--- src/rtl/shift_seq_ctrl.sv ---
// Command sequencer for a single bidirectional shift register.
// Takes one command at a time over valid/ready. It sets the shift
// direction, then serializes a data word (followed by fill bits) onto
// the register for a programmed number of enabled clocks. At the end it
// captures the register's parallel output and pulses done.
module shift_seq_ctrl #(
    parameter int MSB = 4,
    parameter int CW  = 5
) (
    input  logic           clk,
    input  logic           rstn,
    input  logic           cmd_valid,
    output logic           cmd_ready,
    input  logic           cmd_dir,
    input  logic [CW-1:0]  cmd_len,
    input  logic [MSB-1:0] cmd_data,
    input  logic           cmd_fill,
    input  logic           abort,
    output logic           sr_d,
    output logic           sr_en,
    output logic           sr_dir,
    input  logic [MSB-1:0] sr_out,
    output logic           busy,
    output logic           done,
    output logic           aborted,
    output logic [MSB-1:0] result
);

    localparam int unsigned MsbU = MSB;

    typedef enum logic [2:0] {
        StIdle,
        StSetup,
        StShift,
        StSettle,
        StDone
    } state_t;

    state_t         state_q;
    logic [CW-1:0]  len_q;
    logic [MSB-1:0] data_q;
    logic           fill_q;
    logic [CW-1:0]  cnt_q;
    logic           abort_hit_q;
    logic [CW-1:0]  cnt_inc;

    // Bit driven for shift index k: data word first, in the order that lands
    // it unreversed in the register, then fill bits.
    function automatic logic pick_bit(input logic [CW-1:0]  k,
                                      input logic [MSB-1:0] data,
                                      input logic           dir,
                                      input logic           fill);
        logic [MSB-1:0] sh_r;
        logic [MSB-1:0] sh_l;
        int unsigned    ku;
        ku   = 32'(k);
        sh_r = data >> k;
        sh_l = data << k;
        if (ku >= MsbU) begin
            return fill;
        end
        return dir ? sh_r[0] : sh_l[MSB-1];
    endfunction

    // Index of the shift that follows the one in progress
    always_comb begin
        cnt_inc = cnt_q + CW'(1);
    end

    // Sequencer FSM; every output is registered here
    always_ff @(posedge clk or negedge rstn) begin
        if (!rstn) begin
            state_q     <= StIdle;
            cmd_ready   <= 1'b1;
            sr_d        <= 1'b0;
            sr_en       <= 1'b0;
            sr_dir      <= 1'b0;
            busy        <= 1'b0;
            done        <= 1'b0;
            aborted     <= 1'b0;
            result      <= '0;
            len_q       <= '0;
            data_q      <= '0;
            fill_q      <= 1'b0;
            cnt_q       <= '0;
            abort_hit_q <= 1'b0;
        end else begin
            done    <= 1'b0;
            aborted <= 1'b0;
            unique case (state_q)
                StIdle: begin
                    if (cmd_valid && cmd_ready) begin
                        len_q       <= cmd_len;
                        data_q      <= cmd_data;
                        fill_q      <= cmd_fill;
                        // Direction goes out now so it is stable during SETUP
                        sr_dir      <= cmd_dir;
                        abort_hit_q <= 1'b0;
                        cmd_ready   <= 1'b0;
                        busy        <= 1'b1;
                        state_q     <= StSetup;
                    end
                end
                StSetup: begin
                    cnt_q <= '0;
                    if (len_q == '0) begin
                        state_q <= StSettle;
                    end else if (abort) begin
                        abort_hit_q <= 1'b1;
                        state_q     <= StSettle;
                    end else begin
                        sr_en   <= 1'b1;
                        sr_d    <= pick_bit('0, data_q, sr_dir, fill_q);
                        state_q <= StShift;
                    end
                end
                StShift: begin
                    // The shift in flight completes on this edge regardless
                    cnt_q <= cnt_inc;
                    if (cnt_inc == len_q) begin
                        sr_en   <= 1'b0;
                        sr_d    <= 1'b0;
                        state_q <= StSettle;
                    end else if (abort) begin
                        sr_en       <= 1'b0;
                        sr_d        <= 1'b0;
                        abort_hit_q <= 1'b1;
                        state_q     <= StSettle;
                    end else begin
                        sr_d <= pick_bit(cnt_inc, data_q, sr_dir, fill_q);
                    end
                end
                StSettle: begin
                    result  <= sr_out;
                    state_q <= StDone;
                end
                StDone: begin
                    done      <= 1'b1;
                    aborted   <= abort_hit_q;
                    busy      <= 1'b0;
                    cmd_ready <= 1'b1;
                    state_q   <= StIdle;
                end
                default: begin
                    state_q <= StIdle;
                end
            endcase
        end
    end

endmodule

--- config.mk ---
export PLATFORM = sky130hd
export DESIGN_NAME = shift_seq_ctrl
export DESIGN_NICKNAME = d
export VERILOG_FILES = /design/src/rtl/shift_seq_ctrl.sv
export SDC_FILE = /design/constraint.sdc
export NUM_CORES = 1
export LEC_CHECK = 0
export BUFFER_PORTS_ARGS = -buffer_cell sky130_fd_sc_hd__clkbuf_2
export CORE_ASPECT_RATIO = 1.4
export CORE_MARGIN = 1.5
export CORE_UTILIZATION = 58
export DETAILED_ROUTE_END_ITERATION = 8
export PLACE_DENSITY = 0.89
export SETUP_SLACK_MARGIN = 0.2
export SLEW_MARGIN = 20
export SYNTH_ARGS = -nofsm -noshare
export SYNTH_HDL_FRONTEND = slang
export SYNTH_SLANG_ARGS = --single-unit
--- constraint.sdc ---
create_clock -name clk -period 4.35 [get_ports clk]
set_clock_uncertainty 0.15 [all_clocks]
set_input_delay 0.435 -clock clk [delete_from_list [all_inputs] [get_ports clk]]
set_output_delay 0.435 -clock clk [all_outputs]
set_load 0.01 [all_outputs]
[Yosys cells after proc, flatten, opt, wreduce, memory -nomap -nowiden]
Index checks and enable logic that the tools add are counted.
Operators by class
  multiplexer cells: 35
  eq/ne operators: 10
  multipliers: 0
  bitwise operators: 0
  shift operators: 2
  divide/modulo/power cells: 0
  reductions and logical operators: 12
  add/subtract/negate cells: 1
  order comparisons: 1
Operators with widths (number)
  1-bit 2-to-1 mux: 25
  3-bit one-hot mux with 4 select lines: 1
  5-bit one-hot mux with 2 select lines: 1
  3-bit 2-to-1 mux: 3
  2-bit != test, second input constant: 4
  1-bit one-hot mux with 2 select lines: 4
  4-bit AND reduction: 2
  3-bit by 2-bit == test with 1-bit output, second input constant: 2
  2-bit AND reduction: 3
  5-bit by 1-bit adder with 5-bit output, second input constant: 1
  5-bit == test: 1
  5-bit by 3-bit >= comparator with 1-bit output, second input constant: 1
  5-bit logical NOT: 1
  4-bit by 5-bit left shift with 4-bit output: 1
  4-bit by 5-bit right shift with 1-bit output: 1
  2-bit nonzero test: 2
  3-bit by 1-bit == test with 1-bit output, second input constant: 1
  3-bit == test, second input constant: 1
  3-bit logical NOT: 1
  3-bit != test, second input constant: 1
  1-bit one-hot mux with 3 select lines: 1
  3-bit AND reduction: 1
  3-bit nonzero test: 1
  1-bit logical AND: 1
Word-level totals
  output and inout port bits: 11
  bits in read-only memories: 0
  word-level logic and storage cells: 75
  latch bits: 0
  register bits after elaboration: 30
  input bits: 19
  memories kept: 0
  memory bits (writable): 0

[Longest topological paths before layout]
Gate-level depths: netlist of the first run.
  word-level depth: 10
  depth in mapped cells: 7
  gate-level depth less buffers: 6

[Worst setup path before layout of the first run]
OpenSTA, ideal clock, no wires.
  kind: register to register
  from: register cnt_q[1]
  to: register abort_hit_q
  buffers on the path: 1
  stages on the path, launching flop included: 8
  path slack: 2355 ps
  required time: 4074 ps
  arrival: 1719 ps
  library setup time: 126 ps
  period minus slack after synthesis: 1995 ps
  cells stage by stage: dfrtp_1 ha_1 buf_2 xor2_1 xnor2_1 nand4_1 or2_2 a221o_1
Between the ends
  cells in the longest elaborated chain, start to end: 4
Ends and longest elaborated chain
  start: declaration: RTL line 43  | logic [CW-1:0] cnt_q;
  start signal: assignment: RTL line 119  | cnt_q <= cnt_inc;
  5-bit by 1-bit adder with 5-bit output: RTL line 67  | cnt_inc = cnt_q + CW'(1);
  5-bit == test: RTL line 120  | if (cnt_inc == len_q) begin
  2-bit != test (no line)
  4-bit AND reduction (no line)
  end signal: assignment: RTL line 86  | abort_hit_q <= 1'b0;
  end signal: assignment: RTL line 98  | abort_hit_q <= 1'b0;
  end signal: assignment: RTL line 127  | abort_hit_q <= 1'b1;
  end: declaration: RTL line 44  | logic abort_hit_q;
Every way passes these cells.
A chain may end at the register's enable or synchronous reset.

[Worst setup path after layout of the first run]
  from: register cnt_q[0]
  to: register abort_hit_q
The elaborated chain is that of the path after synthesis.

==> flow_summary.json, run 1 <==
{
  "vdd_ir_drop_max_mv": 0.4297,
  "async_reset_ff_frac": 1.000,
  "max_slew_margin": 0.3198,
  "die_height_um": 63.75,
  "hold_viol_final": 6,
  "grt_pass1_wl_um": 5223,
  "yosysWarnings": 0,
  "clock_path_buffers": 2,
  "violations": "negative hold slack",
  "cts_tree": "built",
  "yosys-top-cells-area": "dfrtp_1 (47%), mux2_2 (11%), xnor2_1 (2.9%)",
  "viasPerCell": 5.809,
  "drive_gt1_frac": 0.3563,
  "synth_cell_types": 45,
  "numPortBuffers": 29,
  "path_delay_family": "flip-flops",
  "synth.most_common_cell": "dfrtp_1",
  "maxCapViolations": 0,
  "grt_pass1_vias": 1166,
  "crit_fanout": 11,
  "layout_setup_ws_ns": 1.899,
  "num_antenna_cells": 0,
  "slowest_stage": "dfrtp_1",
  "grt_use_total": 0.2497,
  "worst_ep_required_time_ns": 4.42,
  "slew_violations": 0,
  "worstMarginPinSlew_ns": 1.017,
  "synth_seq_area_share": 0.4918,
  "p_total_w": 0.001218,
  "num-fill-cells": 163,
  "crit_path_max_incr_delay_ns": 0.58,
  "cts_setup_buffers": 0,
  "synth_ff_type": "dfrtp_1",
  "ios": 30,
  "power_density_nw_per_um2": 712.5,
  "worst_hold_path_type": "in -> async",
  "grt_max_degree": 31,
  "grt_setup_unrepaired": "no",
  "multi_input_area_um2": 701.9,
  "ctsHoldBuffers": 0,
  "status": "finished, violations left",
  "critPathKind": "reg -> reg",
  "synthCells": 132,
  "start_util": 0.6257,
  "dieArea_um2": 2958,
  "grt_overflow": 0,
  "placementRows": 21,
  "start_kind": "register",
  "yosysTopAreaCell": "dfrtp_1",
  "hold_slack_ns": -0.007803,
  "cts.sinks": 30,
  "synth_area_um2": 1529,
  "fmax_ghz": 0.4081,
  "p_int_w": 0.0007414,
  "synth_commonest_cells": "dfrtp_1 (29), mux2_2 (15), nand2_1 (9)",
  "drc": 0,
  "synth_nets": 153,
  "h-tree-depth": 2,
  "postSynthAreaPerCell_um2": 11.58,
  "coreArea_um2": 2444,
  "vias": 1127,
  "regArea_um2": 752.0,
  "combPwrFrac": 0.424,
  "stdcell_count": 194,
  "die-width_um": 46.40,
  "ys_ff_latch": 30,
  "power_switching_w": 0.0004765,
  "p_seq_frac": 0.448,
  "clkPwrFrac": 0.128,
  "place_congestion": 0.8693,
  "antenna_found_initial": 0,
  "post_drt_wl_per_cell_um": 16.22,
  "synth_edf_count": 0,
  "finalSetupTns_ns": 0,
  "ant_nets": 0,
  "setup_violations": 0,
  "cts_inserted_buffers": 5,
  "wirelength_um": 3147,
  "arrival_ns": 2.52,
  "cts_resized": 0,
  "fin_crit_sh": 0.5633,
  "clk_pin_slew_ns": 0.09,
  "period_needed_ns": 2.451,
  "crit_chain": "ha_1 > xor2_1 > xnor2_1 > nand4_1 > or2_2 > a221o_1",
  "clk_latency_ns": 0.33,
  "dp_hpwl_um": 2301,
  "critPathCaptureType": "register",
  "areaGrowthSynthToFinish_pct": 11.78,
  "dp.cells": 186,
  "drt_iter0_markers": 61,
  "drt_first_pass_iters": 4,
  "switching_share": 0.3912,
  "nNetsFinal": 180,
  "dp_slack_ns": 1.928,
  "total_leakage_power_nw": 0.8151,
  "path_buf_inv": 0,
  "cts-root-buf": "clkbuf_4",
  "synth_top_cell_area_share": 0.4746
}
[worst register-to-register path: cells and delay by family (launching register included)]
family                     cells  cell delay, ns
DFF                            1            0.58
AOI/OAI and AO/OA              1            0.30
xor gates and xnor gates       2            0.40
and+or+nand+nor                2            0.52
adders and majority gates      1            0.39
[logic make-up (layout without fill, tap and decap cells)]
family,count (synthesis),after routing,synth area share
muxes,17,17,0.1424
and+or+nand+nor,34,34,0.1219
xor gates and xnor gates,10,10,0.06219
DFF,30,30,0.4918
adders and majority gates,2,2,0.01636
AOI/OAI and AO/OA,25,25,0.1162
buffers and inverters,14,42,0.04910
[layer usage]
metal	up-vias	GRT usage	wire length [um]
met5	-	0	0
met4	0	0.1500	103
met3	10	0.07062	180
met2	54	0.3628	1586
met1	539	0.3207	1277
li1	524	-	-
[through the flow]
stage                     utilization  cell area [um^2]
after floorplan                     -              1529
after global routing           0.6994              1709
after global placement         0.6795              1660
after detailed placement       0.6795              1660
after CTS                      0.6994              1709
final                          0.6994              1709
[registers in the layout, indices dropped and copies added (netlist names)]
register	cells
cnt_q	5
len_q	5
data_q	4
result	4
state_q	3
abort_hit_q	1
aborted	1
busy	1
cmd_ready	1
done	1
fill_q	1
sr_d	1
sr_dir	1
sr_en	1
[cell usage in the layout, fill, tap and decap left out, types with 3 or more instances in the layout]
cell type  count
clkbuf_1       3
nand4_1        3
dfrtp_1       29
xnor2_1        5
clkbuf_4       5
inv_1          5
o21ai_0        8
clkbuf_2      29
mux2_2        15
a21oi_1        3
nor2_1         4
xor2_1         4
nand2_1        9
[power by group through the flow]
stage | combinational [W] | sequential, W | clock [W]
floorplan | 0.000407 | 0.000502 | 0
global placement | 0.000491 | 0.000527 | 0
detailed placement | 0.000513 | 0.000544 | 0
CTS | 0.000516 | 0.000538 | 0.000162
global route | 0.000560 | 0.000559 | 0.000172
finish | 0.000516 | 0.000546 | 0.000156
[worst paths after layout]
kind / start / end / slack, ns / cells past startpoint
max: cnt_q[0] / abort_hit_q / 1.90 / 6
min: rstn / sr_d / -0.008 / 1
max reg2reg: cnt_q[0] / abort_hit_q / 1.90 / 6
min reg2reg: busy / busy / 0.35 / 1
min in group clk: cmd_fill / fill_q / 0.18 / 3
max in group asynchronous: rstn / len_q[4] / 3.57 / 1
[cell type report]
type,count,share of cell area
clock buffer,8,0.02855
tap,34,0.02489
multi-input combinational,88,0.4107
inverter,5,0.01098
timing repair buffer,29,0.08492
sequential,30,0.4400
No activity file was read; power rests on OpenSTA's default activity.
==> inputs of run 2 (changes only) <==
--- a/config.mk
+++ b/config.mk
@@ -8,9 +8,9 @@
 export BUFFER_PORTS_ARGS = -buffer_cell sky130_fd_sc_hd__clkbuf_2
 export CORE_ASPECT_RATIO = 1.4
 export CORE_MARGIN = 1.5
-export CORE_UTILIZATION = 58
+export CORE_UTILIZATION = 54
 export DETAILED_ROUTE_END_ITERATION = 8
-export PLACE_DENSITY = 0.89
+export PLACE_DENSITY = 0.84
 export SETUP_SLACK_MARGIN = 0.2
 export SLEW_MARGIN = 20
 export SYNTH_ARGS = -nofsm -noshare
==> constraint.sdc (replaced) <==
create_clock -name clk -period 2.6 [get_ports clk]
set_clock_uncertainty 0.15 [all_clocks]
set_input_delay 0.26 -clock clk [delete_from_list [all_inputs] [get_ports clk]]
set_output_delay 0.26 -clock clk [all_outputs]
set_load 0.01 [all_outputs]
==> run 2 against run 1 <==
Net effect:
- the flow now finishes without violations
- die area increased by 7.0%
- critical path depth unchanged
- via count increased by 0.62%
- first-iteration DRC count decreased by 20%
- power increased by 73%
- critical path type unchanged
- critical endpoint unchanged
- highest routed layer unchanged
==> flow_summary.json, run 2 (same netlist as run 1, synthesis figures left out) <==
{
  "status": "finished, final reports clean",
  "min-delay-start": "cmd_data[1]",
  "cts_tree": "built",
  "vias": 1134,
  "cts-root-buf": "clkbuf_4",
  "coreArea_um2": 2670,
  "max_slew_margin": 0.5148,
  "drive_gt1_frac": 0.3647,
  "post_drt_wl_per_cell_um": 15.41,
  "power_density_nw_per_um2": 1145,
  "clock_path_buffers": 2,
  "die_height_um": 65.96,
  "gr-usage-met2": 0.3583,
  "setup_violations": 0,
  "maxCapViolations": 0,
  "numPortBuffers": 29,
  "clk_pin_slew_ns": 0.10,
  "wirelength_um": 3175,
  "drt_first_pass_iters": 4,
  "die-width_um": 47.97,
  "antenna_found_initial": 0,
  "worst_ep_required_time_ns": 2.68,
  "cts.sinks": 30,
  "drc": 0,
  "reg2reg_setup_slack_ns": 0.33,
  "critPathKind": "reg -> reg",
  "grt_max_degree": 31,
  "fmax_ghz": 0.4397,
  "clkPwrFrac": 0.163,
  "clk_latency_ns": 0.33,
  "worstRegToRegCells": 6,
  "final_cell_mix": "clkbuf_2 (29), dfrtp_1 (28), mux2_2 (15)",
  "min_path_cells": 2,
  "cts_setup_buffers": 0,
  "ios": 30,
  "placementRows": 22,
  "drt_iter0_markers": 49,
  "viasPerCell": 5.505,
  "cts_inserted_buffers": 5,
  "grt_setup_unrepaired": "no",
  "p_int_w": 0.001331,
  "top_regs": "cnt_q (5), len_q (5)",
  "dieArea_um2": 3164,
  "place_congestion": 0.8254,
  "worstMarginPinSlew_ns": 0.7278,
  "h-tree-depth": 2,
  "use_met3": 0.09290,
  "grt_pass1_wl_um": 5188,
  "layout_commonest_cell": "clkbuf_2",
  "period_needed_ns": 2.274,
  "arrival_ns": 2.35,
  "num_antenna_cells": 0,
  "dp_slack_ns": 0.2706,
  "holdPathEnd": "data_q[1]",
  "use_met1": 0.2954,
  "fin_crit_sh": 0.8747,
  "dp_hpwl_um": 2170,
  "layout_setup_ws_ns": 0.3258,
  "crit_fanout": 11,
  "combPwrFrac": 0.408,
  "grt-busiest-layer": "met2",
  "vdd_ir_drop_max_mv": 0.8391,
  "finalSetupTns_ns": 0,
  "start_util": 0.5726,
  "switching_share": 0.3682,
  "grt_overflow": 0,
  "total_leakage_power_nw": 0.8748,
  "r2r_start": "cnt_q[0]",
  "hold_viol_final": 0,
  "worst_hold_path_type": "in -> reg",
  "start_kind": "register",
  "num-fill-cells": 193,
  "ant_nets": 0,
  "grt_use_total": 0.2397,
  "p_seq_frac": 0.429,
  "critPathCaptureType": "register",
  "r2r_end": "abort_hit_q",
  "power_switching_w": 0.0007758,
  "nNetsFinal": 190,
  "areaGrowthSynthToFinish_pct": 20.38,
  "grt_pass1_vias": 1117,
  "slew_violations": 0
}
[run 2: cell count changes in the layout (fill, tap and decap cells not counted)]
cell / delta
clkbuf_8: +3
dlygate4sd3_1: +9
dfrtp_2: +1
clkbuf_1: -3
dfrtp_1: -1
buf_4: +1
[run 2: worst max path at each step]
stage,startpoint,end,depth (start not counted),slack (ns)
after floorplan,cnt_q[1],abort_hit_q,7,0.60
after global placement,cnt_q[0],abort_hit_q,6,0.39
after detailed placement,cnt_q[0],abort_hit_q,6,0.27
after CTS,cnt_q[0],abort_hit_q,6,0.23
after global routing,cnt_q[0],abort_hit_q,6,0.21
final,cnt_q[0],abort_hit_q,6,0.33
[run 2: area by class of cell]
type	count	area (um^2)	area share
repair buffers	39	242.7	0.1319
clock buffers	8	78.83	0.04283
well taps	36	45.04	0.02447
inverters	5	18.77	0.01020
flip-flops and latches	30	753.2	0.4092
multi-input cells	88	701.9	0.3814
[run 2: power groups by stage]
stage	Clock, W	Combinational, W	Sequential, W
after CTS	0.000349	0.000857	0.000898
after global placement	0	0.000823	0.000884
after global routing	0.000368	0.000942	0.000935
final	0.000343	0.000860	0.000904
after floorplan	0	0.000681	0.000841
after detailed placement	0	0.000848	0.000906
[run 2: layer usage]
| layer | vias up | wire length (um) |
|---|---|---|
| met5 | - | 0 |
| met4 | 0 | 80 |
| met3 | 7 | 159 |
| met2 | 33 | 1711 |
| met1 | 547 | 1224 |
| li1 | 547 | - |
[run 2: per-stage QoR]
step                hold slack, ns  cells  instance area [um^2]  power [W]  utilization
global placement            0.1848    189                  1670   0.001707       0.6256
finish                     0.01840    206                  1841   0.002107       0.6893
floorplan                  -0.1856    132                  1529   0.001521            -
global route             0.0003096    206                  1841   0.002245       0.6893
CTS                       0.004405    202                  1799   0.002104       0.6739
detailed placement          0.1990    189                  1670   0.001755       0.6256
[run 2: critical path: stages, from the launching register on]
cell     delay, ns
dfrtp_2       0.50
ha_1          0.37
xor2_1        0.25
xnor2_1       0.14
nand4_1       0.12
or2_2         0.33
a221o_1       0.29
[run 2: what timing repair did]
action | in CTS | in global routing
endpoints found under the hold margin | 33 | 4
gates resized for setup | 0 | 1
endpoints found under the setup margin | 0 | 3
hold buffers | 5 | 4
==> inputs of run 3 (changes only) <==
--- a/config.mk
+++ b/config.mk
@@ -8,9 +8,9 @@
 export BUFFER_PORTS_ARGS = -buffer_cell sky130_fd_sc_hd__clkbuf_2
 export CORE_ASPECT_RATIO = 1.4
 export CORE_MARGIN = 1.5
-export CORE_UTILIZATION = 54
+export CORE_UTILIZATION = 49
 export DETAILED_ROUTE_END_ITERATION = 8
-export PLACE_DENSITY = 0.84
+export PLACE_DENSITY = 0.81
 export SETUP_SLACK_MARGIN = 0.2
 export SLEW_MARGIN = 20
 export SYNTH_ARGS = -nofsm -noshare
==> constraint.sdc (replaced) <==
create_clock -name clk -period 1.9 [get_ports clk]
set_clock_uncertainty 0.15 [all_clocks]
set_input_delay 0.19 -clock clk [delete_from_list [all_inputs] [get_ports clk]]
set_output_delay 0.19 -clock clk [all_outputs]
set_load 0.01 [all_outputs]
==> run 3 against run 2 <==
Net effect:
- the run now ends with negative setup slack left
- core utilization increased by 5.0 points
- via count increased by 18%
- register-to-register slack lost 0.41 ns
- routed wire length up 25%
- die area is 9.6% higher
- clock-buffer cell count shrank 1
- maximum frequency grew 14%
- global-route usage increased by 2.9 points
- sequential share of layout area down 5.8 points
- critical endpoint is now sr_en
- largest cell class is now multi-input combinational cells
==> flow_summary.json, run 3 (same netlist as run 1, synthesis figures left out) <==
{
  "power_density_nw_per_um2": 1584,
  "critPathCaptureType": "register",
  "min_path_cells": 2,
  "start_util": 0.5260,
  "crit_fanout": 7,
  "areaGrowthSynthToFinish_pct": 40.59,
  "fmax_ghz": 0.5028,
  "vias": 1333,
  "place_congestion": 0.8052,
  "start_kind": "register",
  "worst_ep_required_time_ns": 1.92,
  "layout_commonest_cell": "clkbuf_2",
  "grt_pass1_vias": 1436,
  "r2r_start": "cnt_q[0]",
  "total_leakage_power_nw": 1.012,
  "worst_hold_path_type": "in -> reg",
  "worstRegToRegCells": 8,
  "drt_iter0_markers": 37,
  "crit_path_max_incr_delay_ns": 0.49,
  "maxCapViolations": 0,
  "min-delay-start": "abort",
  "final_cell_mix": "clkbuf_2 (29), dfrtp_1 (27), buf_4 (19)",
  "worstMarginPinSlew_ns": 0.7215,
  "post_dp_cell_area_um2": 1819,
  "cts-root-buf": "clkbuf_8",
  "top_regs": "cnt_q (5), len_q (5)",
  "cts_tree": "built",
  "stdcell_count": 234,
  "grt_use_total": 0.2685,
  "max_slew_margin": 0.5190,
  "reg2reg_setup_slack_ns": -0.09,
  "hold_viol_final": 0,
  "dieArea_um2": 3469,
  "cts_inserted_buffers": 5,
  "placementRows": 23,
  "p_total_w": 0.003404,
  "dp.cells": 204,
  "h-tree-depth": 2,
  "slowest_stage": "dfrtp_2",
  "vdd_ir_drop_max_mv": 1.254,
  "grt_setup_unrepaired": "yes",
  "clk_pin_slew_ns": 0.06,
  "die_height_um": 69.10,
  "status": "finished, violations left",
  "drive_gt1_frac": 0.4518,
  "coreArea_um2": 2907,
  "viasPerCell": 5.697,
  "antenna_found_initial": 0,
  "nNetsFinal": 217,
  "drt_first_pass_iters": 4,
  "ant_nets": 0,
  "grt_max_degree": 31,
  "crit_chain": "ha_4 > xor2_2 > xnor2_1 > nand4_1 > buf_4 > buf_6 > o32ai_2 > a21oi_1",
  "wirelength_um": 3983,
  "path_buf_inv": 2,
  "holdPathEnd": "sr_en",
  "drc": 0,
  "ios": 30,
  "r2r_end": "sr_en",
  "cts.sinks": 30,
  "arrival_ns": 2.01,
  "design_area_um2": 2150,
  "numPortBuffers": 29,
  "critPathKind": "reg -> reg",
  "clock_path_buffers": 2,
  "setup_violations": 3,
  "slew_violations": 0,
  "fin_crit_sh": 1.047,
  "grt_overflow": 0,
  "layout_setup_ws_ns": -0.08900,
  "clk_latency_ns": 0.29,
  "violations": "negative setup slack",
  "period_needed_ns": 1.989,
  "grt_pass1_wl_um": 6762,
  "post_drt_wl_per_cell_um": 17.02,
  "path_delay_family": "flip-flops",
  "finalSetupTns_ns": -0.2383,
  "die-width_um": 50.21,
  "dp_hpwl_um": 2520,
  "num_antenna_cells": 0
}
[run 3: how the worst max path moves through the flow]
stage | from | end | slack, ns | cells past startpoint
global route | cnt_q[0] | sr_en | -0.15 | 8
CTS | cnt_q[0] | sr_en | -0.07 | 8
finish | cnt_q[0] | sr_en | -0.09 | 8
global placement | cnt_q[0] | abort_hit_q | -0.01 | 6
floorplan | cnt_q[1] | abort_hit_q | -0.02 | 7
detailed placement | cnt_q[0] | abort_hit_q | -0.1 | 6
[run 3: final cells by class]
type	count	area, um^2
Clock buffer	7	86.33
Multi-Input combinational cell	88	759.5
Tap cell	37	46.29
Timing Repair Buffer	66	479.2
Inverter	5	18.77
Fill cell	182	757.0
Clock inverter	1	5.005
Sequential cell	30	754.5
[run 3: worst reg2reg max path, stage by stage, from the launching register on]
cell	delay (ns)
dfrtp_2	0.49
ha_4	0.22
xor2_2	0.18
xnor2_1	0.16
nand4_1	0.11
buf_4	0.16
buf_6	0.10
o32ai_2	0.25
a21oi_1	0.06
[run 3: routing by layer]
metal  share of wire  global-route usage
met1            0.38              0.2974
met2            0.53              0.4371
met3           0.042             0.06277
met4           0.051              0.1944
met5               0                   0
[run 3: power by group]
group	internal, W	leakage (nW)	switching (W)	total (W)
logic	0.000926	0.597	0.000733	0.00166
clock network	0.000291	0.0482	0.000237	0.000528
registers	0.000930	0.367	0.000287	0.00122
[run 3: what timing repair did]
action                     in CTS  in global routing
hold buffers                   16                  0
buffers inserted                5                  1
setup endpoints to repair      15                 16
pin swaps                       5                  1
hold endpoints to repair       44                  0
resized for setup               4                  0
[run 3: per-stage QoR]
stage / hold WS, ns / utilization / setup WS, ns
2_1_floorplan: -0.2556 / - / -0.01993
3_3_place_gp: 0.1211 / 0.6259 / -0.009626
3_5_place_dp: 0.1347 / 0.6259 / -0.09632
4_1_cts: 0.01470 / 0.7370 / -0.07082
5_1_grt: 0.04114 / 0.7396 / -0.1512
6_report: 0.03075 / 0.7396 / -0.08900
